### src/rtl/fetch_arbiter_pkg.sv
// Shared types for the instruction-fetch arbiter and related memory-port arbiters.
package fetch_arbiter_pkg;

    localparam int NUM_WARPS_DEFAULT = 4;

    typedef logic [31:0] instruction_t;
    typedef logic [15:0] instruction_memory_address_t;

    typedef enum logic [1:0] {
        ARB_IDLE,
        ARB_MEM_WAIT,
        ARB_RESPOND
    } arbiter_state_t;

endpackage

### src/rtl/fetch_arbiter_rr_priority_picker.sv
// Combinational round-robin picker: first set request at or after the pointer,
// wrapping modulo N (so non-power-of-two N never selects a phantom slot).
module fetch_arbiter_rr_priority_picker #(
    parameter  int N     = 4,
    localparam int IDX_W = $clog2(N)
) (
    input  logic [N-1:0]     i_request,
    input  logic [IDX_W-1:0] i_rr_ptr,
    output logic             o_found,
    output logic [IDX_W-1:0] o_winner
);

    int               w_cand;
    logic [IDX_W-1:0] w_cand_idx;

    // Walk offsets from farthest to nearest so the nearest hit is written last.
    always_comb begin
        o_found    = 1'b0;
        o_winner   = '0;
        w_cand     = 0;
        w_cand_idx = '0;
        for (int off = N - 1; off >= 0; off--) begin
            w_cand = int'(i_rr_ptr) + off;
            if (w_cand >= N) begin
                w_cand = w_cand - N;
            end
            w_cand_idx = IDX_W'(w_cand);
            if (i_request[w_cand_idx]) begin
                o_found  = 1'b1;
                o_winner = w_cand_idx;
            end
        end
    end

endmodule

### src/rtl/fetch_arbiter.sv
// Shares one instruction-memory read port among NUM_WARPS fetchers, one
// outstanding read at a time, round-robin order advancing on completion.
module fetch_arbiter
    import fetch_arbiter_pkg::*;
#(
    parameter  int NUM_WARPS = NUM_WARPS_DEFAULT,
    localparam int IDX_W     = $clog2(NUM_WARPS)
) (
    input  logic                                        i_clk,
    input  logic                                        i_rst,
    input  logic [NUM_WARPS-1:0]                        i_req_valid,
    input  instruction_memory_address_t [NUM_WARPS-1:0] i_req_address,
    output logic [NUM_WARPS-1:0]                        o_req_ready,
    output instruction_t                                o_req_data,
    output logic                                        o_mem_read_valid,
    output instruction_memory_address_t                 o_mem_read_address,
    input  logic                                        i_mem_read_ready,
    input  instruction_t                                i_mem_read_data,
    output logic                                        o_busy,
    output logic [IDX_W-1:0]                            o_grant_id
);

    arbiter_state_t              r_state,     w_state;
    logic [IDX_W-1:0]            r_rr_ptr,    w_rr_ptr;
    logic [IDX_W-1:0]            r_grant_id,  w_grant_id;
    logic [NUM_WARPS-1:0]        r_req_ready, w_req_ready;
    instruction_t                r_req_data,  w_req_data;
    logic                        r_mem_valid, w_mem_valid;
    instruction_memory_address_t r_mem_addr,  w_mem_addr;

    logic             w_found;
    logic [IDX_W-1:0] w_winner;

    fetch_arbiter_rr_priority_picker #(
        .N (NUM_WARPS)
    ) u_picker (
        .i_request (i_req_valid),
        .i_rr_ptr  (r_rr_ptr),
        .o_found   (w_found),
        .o_winner  (w_winner)
    );

    // The RESPOND state never grants, so a served fetcher's valid drop lands first.
    always_comb begin
        w_state     = r_state;
        w_rr_ptr    = r_rr_ptr;
        w_grant_id  = r_grant_id;
        w_req_ready = '0;
        w_req_data  = r_req_data;
        w_mem_valid = r_mem_valid;
        w_mem_addr  = r_mem_addr;
        case (r_state)
            ARB_IDLE: begin
                if (w_found) begin
                    w_grant_id  = w_winner;
                    w_mem_addr  = i_req_address[w_winner];
                    w_mem_valid = 1'b1;
                    w_state     = ARB_MEM_WAIT;
                end
            end
            ARB_MEM_WAIT: begin
                if (i_mem_read_ready) begin
                    w_req_data              = i_mem_read_data;
                    w_req_ready[r_grant_id] = 1'b1;
                    w_mem_valid             = 1'b0;
                    w_rr_ptr                = (r_grant_id == IDX_W'(NUM_WARPS - 1))
                                              ? '0 : r_grant_id + IDX_W'(1);
                    w_state                 = ARB_RESPOND;
                end
            end
            ARB_RESPOND: begin
                w_state = ARB_IDLE;
            end
            default: begin
                w_state = ARB_IDLE;
            end
        endcase
    end

    always_ff @(posedge i_clk or posedge i_rst) begin
        if (i_rst) begin
            r_state     <= ARB_IDLE;
            r_rr_ptr    <= '0;
            r_grant_id  <= '0;
            r_req_ready <= '0;
            r_req_data  <= '0;
            r_mem_valid <= 1'b0;
            r_mem_addr  <= '0;
        end else begin
            r_state     <= w_state;
            r_rr_ptr    <= w_rr_ptr;
            r_grant_id  <= w_grant_id;
            r_req_ready <= w_req_ready;
            r_req_data  <= w_req_data;
            r_mem_valid <= w_mem_valid;
            r_mem_addr  <= w_mem_addr;
        end
    end

    assign o_req_ready        = r_req_ready;
    assign o_req_data         = r_req_data;
    assign o_mem_read_valid   = r_mem_valid;
    assign o_mem_read_address = r_mem_addr;
    assign o_grant_id         = r_grant_id;
    assign o_busy             = (r_state != ARB_IDLE);

endmodule

### config.mk
export PLATFORM = sky130hd
export DESIGN_NAME = fetch_arbiter
export DESIGN_NICKNAME = d
export VERILOG_FILES = /design/src/rtl/fetch_arbiter_pkg.sv /design/src/rtl/fetch_arbiter_rr_priority_picker.sv /design/src/rtl/fetch_arbiter.sv
export SDC_FILE = /design/constraint.sdc
export NUM_CORES = 1
export LEC_CHECK = 0
export CAP_MARGIN = 20
export CELL_PAD_IN_SITES_DETAIL_PLACEMENT = 0
export CELL_PAD_IN_SITES_GLOBAL_PLACEMENT = 1
export CORE_ASPECT_RATIO = 0.5
export CORE_MARGIN = 1
export CORE_UTILIZATION = 28
export DETAILED_ROUTE_END_ITERATION = 16
export HOLD_SLACK_MARGIN = 0.15
export PLACE_DENSITY_LB_ADDON = 0.08
export SLEW_MARGIN = 5
export SYNTH_ARGS = -nofsm -noshare
export SYNTH_HDL_FRONTEND = slang
export SYNTH_SLANG_ARGS = --single-unit
### constraint.sdc
create_clock -name i_clk -period 2.4 [get_ports i_clk]
set_input_delay 0.48 -clock i_clk [delete_from_list [all_inputs] [get_ports i_clk]]
set_output_delay 0.48 -clock i_clk [all_outputs]
set_load 0.01 [all_outputs]
==> run summary <==
Number of endpoints with negative hold slack in the final report: 0
Worst setup slack before clock tree synthesis: 0.07731 ns
Worst skew pair latency: 0.32 ns
Tcrit/Tclk final: 83.23%
Number of standard cells in the layout, taps in and fillers out: 584
Post-Place Cells: 568
# setup viols final: 0
Avg Synthesized Cell Area: 10.18 um^2
Status: completed
Die X-Extent: 144.4 um
IO buf count: 158
Largest stage delay, worst path: 0.48 ns
Static power due to leakage: 0.002278 uW
DP HPWL: 5991 um
Max-cap violations: 0
Number of post-CTS setup repair buffers: 0
Final ANT Viol Nets: 0
CTS Root Cell: sky130_fd_sc_hd__clkbuf_16
Largest net degree at the start of global routing: 40
WP data arrival: 1.52 ns
Post-cts resize count: 0
Sequential-to-total area share from yosys stat: 51.98%
Library cells used by synthesis: 28
Peak clock frequency supported by timing: 500.6 MHz
Kind of capture point of the worst setup path: output pin
IR Drop Worst-Case VDD: 0.3978 mV
Average via count per standard cell: 4.351
Slew at the pin closest to its max-slew limit: 0.4710 ns
Post-route worst setup slack: 0.4024 ns
Deepest level of the CTS H-tree: 3
Final RePlAce weighted congestion: 0.7114
Hold-fix buffers at CTS: 0
Syn Std Cell Area: 0.002840 mm^2
Critical path's top delay family: buffers and inverters
Critical path required time: 1.92 ns
Number of nets in the finished design: 551
Final Critical Period: 1.998 ns
Library cell with the largest summed area after synthesis: sky130_fd_sc_hd__dfrtp_1
Average detailed-routed wire length per instance: 14.04 um
Most common cell in the synthesized netlist: sky130_fd_sc_hd__nand2_1
Share of cells above drive strength 1: 10.24%
Pre-Repair DR Iteration Count: 4
Area growth, synth to finish: 72.03%
Antenna violations before repair: 0
Final worst clock skew: 0.005265 ns
Critical path peak fanout: 3
Sum of negative setup slack: 0 ns
Dominant cells by area after synthesis: sky130_fd_sc_hd__dfrtp_1 52%, sky130_fd_sc_hd__nand2_1 16%, sky130_fd_sc_hd__mux2i_1 11%
First-pass GRT wire length: 12800 um
RSZ-0062 raised after global routing: false
Most instantiated cells after synthesis: 122 x sky130_fd_sc_hd__nand2_1, 59 x sky130_fd_sc_hd__dfrtp_1, 32 x sky130_fd_sc_hd__mux2i_1, 12 x sky130_fd_sc_hd__o221ai_2, 7 x sky130_fd_sc_hd__inv_1
Share of flip-flops with an asynchronous set or reset after synthesis: 100.0%
Count of clock tree sinks: 59
IO Count: 159
Clock transition at the register clock pins on the worst setup and hold paths after CTS: 0.05 ns
Number of clock buffers inserted by TritonCTS: 9
Area share of the leading cell type in the synthesized netlist: 51.98%
Antenna cells: 0
Kind of critical path: reg2out
Total power: 5011 uW
Total number of vias: 2541
Placement row count: 25
Cells after synthesis: 279
Net Count, Synth: 386
TritonCTS clock tree: built
Startpoint type of the worst setup path: register
Global router's overall resource usage: 16.10%
Yosys warning count: 0
Number of global-route vias before repair: 2627
Highest-delay cell along the critical path: sky130_fd_sc_hd__clkdlybuf4s50_1
Ratio of total power to cell area: 1026 mW/mm^2
Core ar.: 0.009634 mm^2
Total Die Area: 0.01057 mm^2
Hold Worst Slack: 0.4512 ns
Residual DRC count: 0
Height of the chip: 73.22 um
Remaining Overflow, GRT: 0
Critical path buffers and inverters: 2
Starting density of the core: 29.48%
Max clock buf depth: 2
Prevailing post-synth register cell: sky130_fd_sc_hd__dfrtp_1
Type of the worst min-delay path: reg2reg
Post-synth EDFFs: 0
Cell breakdown of the critical path: nor2_1 > inv_1 > clkdlybuf4s50_1
First DRT Iteration DRCs: 92
Rel. slew slack: 68.56%
Total Wirelength: 8200 um
Total count of max-transition violations in the final report: 0
Synthesized flop and latch total: 59
-- final timing paths --
kind                                         startpoint                                 end  slack [ns]  cells after the start
worst min register to register   r_state[1]$_DFFE_PP0P_              r_state[0]$_DFFE_PP0P_        0.45                      1
min in group asynchronous                         i_rst          o_req_data[16]$_DFFE_PP0P_        0.51                      2
worst min-delay path             r_state[1]$_DFFE_PP0P_              r_state[0]$_DFFE_PP0P_        0.45                      1
worst max register to register  r_rr_ptr[0]$_DFFE_PP0P_  o_mem_read_address[15]$_DFFE_PP0P_        0.76                      5
max in group asynchronous                         i_rst  o_mem_read_address[10]$_DFFE_PP0P_        1.31                      3
worst max-delay path             r_state[1]$_DFFE_PP0P_                              o_busy        0.40                      3
-- layout by cell type, fill, tap and decap left out, types with 4 or more instances in the layout --
cell type                         instances
sky130_fd_sc_hd__clkdlybuf4s50_1        158
sky130_fd_sc_hd__o221ai_2                12
sky130_fd_sc_hd__mux2i_1                 32
sky130_fd_sc_hd__ha_1                     4
sky130_fd_sc_hd__buf_4                    9
sky130_fd_sc_hd__o221ai_1                 4
sky130_fd_sc_hd__nand2_1                122
sky130_fd_sc_hd__dfrtp_1                 59
sky130_fd_sc_hd__clkbuf_16                9
sky130_fd_sc_hd__inv_1                    6
sky130_fd_sc_hd__and2_1                   4
-- cells by family after synthesis --
logic type,after synthesis,share of synthesized area (%)
simple gates,137,19.60
flops,59,51.98
buf+inv,23,5.419
mux,32,11.28
compound gates,24,9.956
fa+ha+maj,4,1.762
-- registers in the layout, summed over array words and instances, names as in the netlist --
name                count
o_mem_read_valid        1
o_req_ready             4
r_rr_ptr                2
o_req_data             32
o_grant_id              2
o_mem_read_address     16
r_state                 2
-- routing by layer --
metal / vias to the layer above / track usage, % / part of all wire (%) / routed length [um]
met5: - / 0 / 0 / 0
met4: 0 / 4.211 / 0.67 / 55
met3: 5 / 5.971 / 8.1 / 662
met2: 88 / 28.15 / 48 / 3973
met1: 1191 / 18.74 / 43 / 3509
li1: 1257 / - / - / -
-- worst register-to-register path, cell delays in order, from the launching register on --
cell	delay, ns
sky130_fd_sc_hd__dfrtp_1	0.41
sky130_fd_sc_hd__o221a_1	0.29
sky130_fd_sc_hd__o22ai_4	0.17
sky130_fd_sc_hd__buf_4	0.26
sky130_fd_sc_hd__mux2i_1	0.27
sky130_fd_sc_hd__o221ai_2	0.13
-- power by group --
group          leakage, uW  internal [uW]  switching (uW)  total (uW)
Combinational      0.00141           1210             952        2170
Sequential        0.000733           1370             219        1590
Clock             0.000135            802             453        1260
Total              0.00228           3390            1620        5010
-- cell type report --
class	instances	area, um^2
multi-input cells	197	1210
well taps	135	168.9
flip-flops and latches	59	1476
fillers	902	4748
clock inverters	6	66.31
repair buffers	170	1709
clock buffers	10	229.0
inverters	7	26.28
-- stage by stage --
stage               cell area (um^2)  utilization [%]
global placement                4591            47.65
detailed placement              4591            47.65
floorplan                       2840                -
finish                          4886            50.71
global route                    4886            50.71
CTS                             4886            50.71
Note: power is estimated with default switching activity, not from simulation.
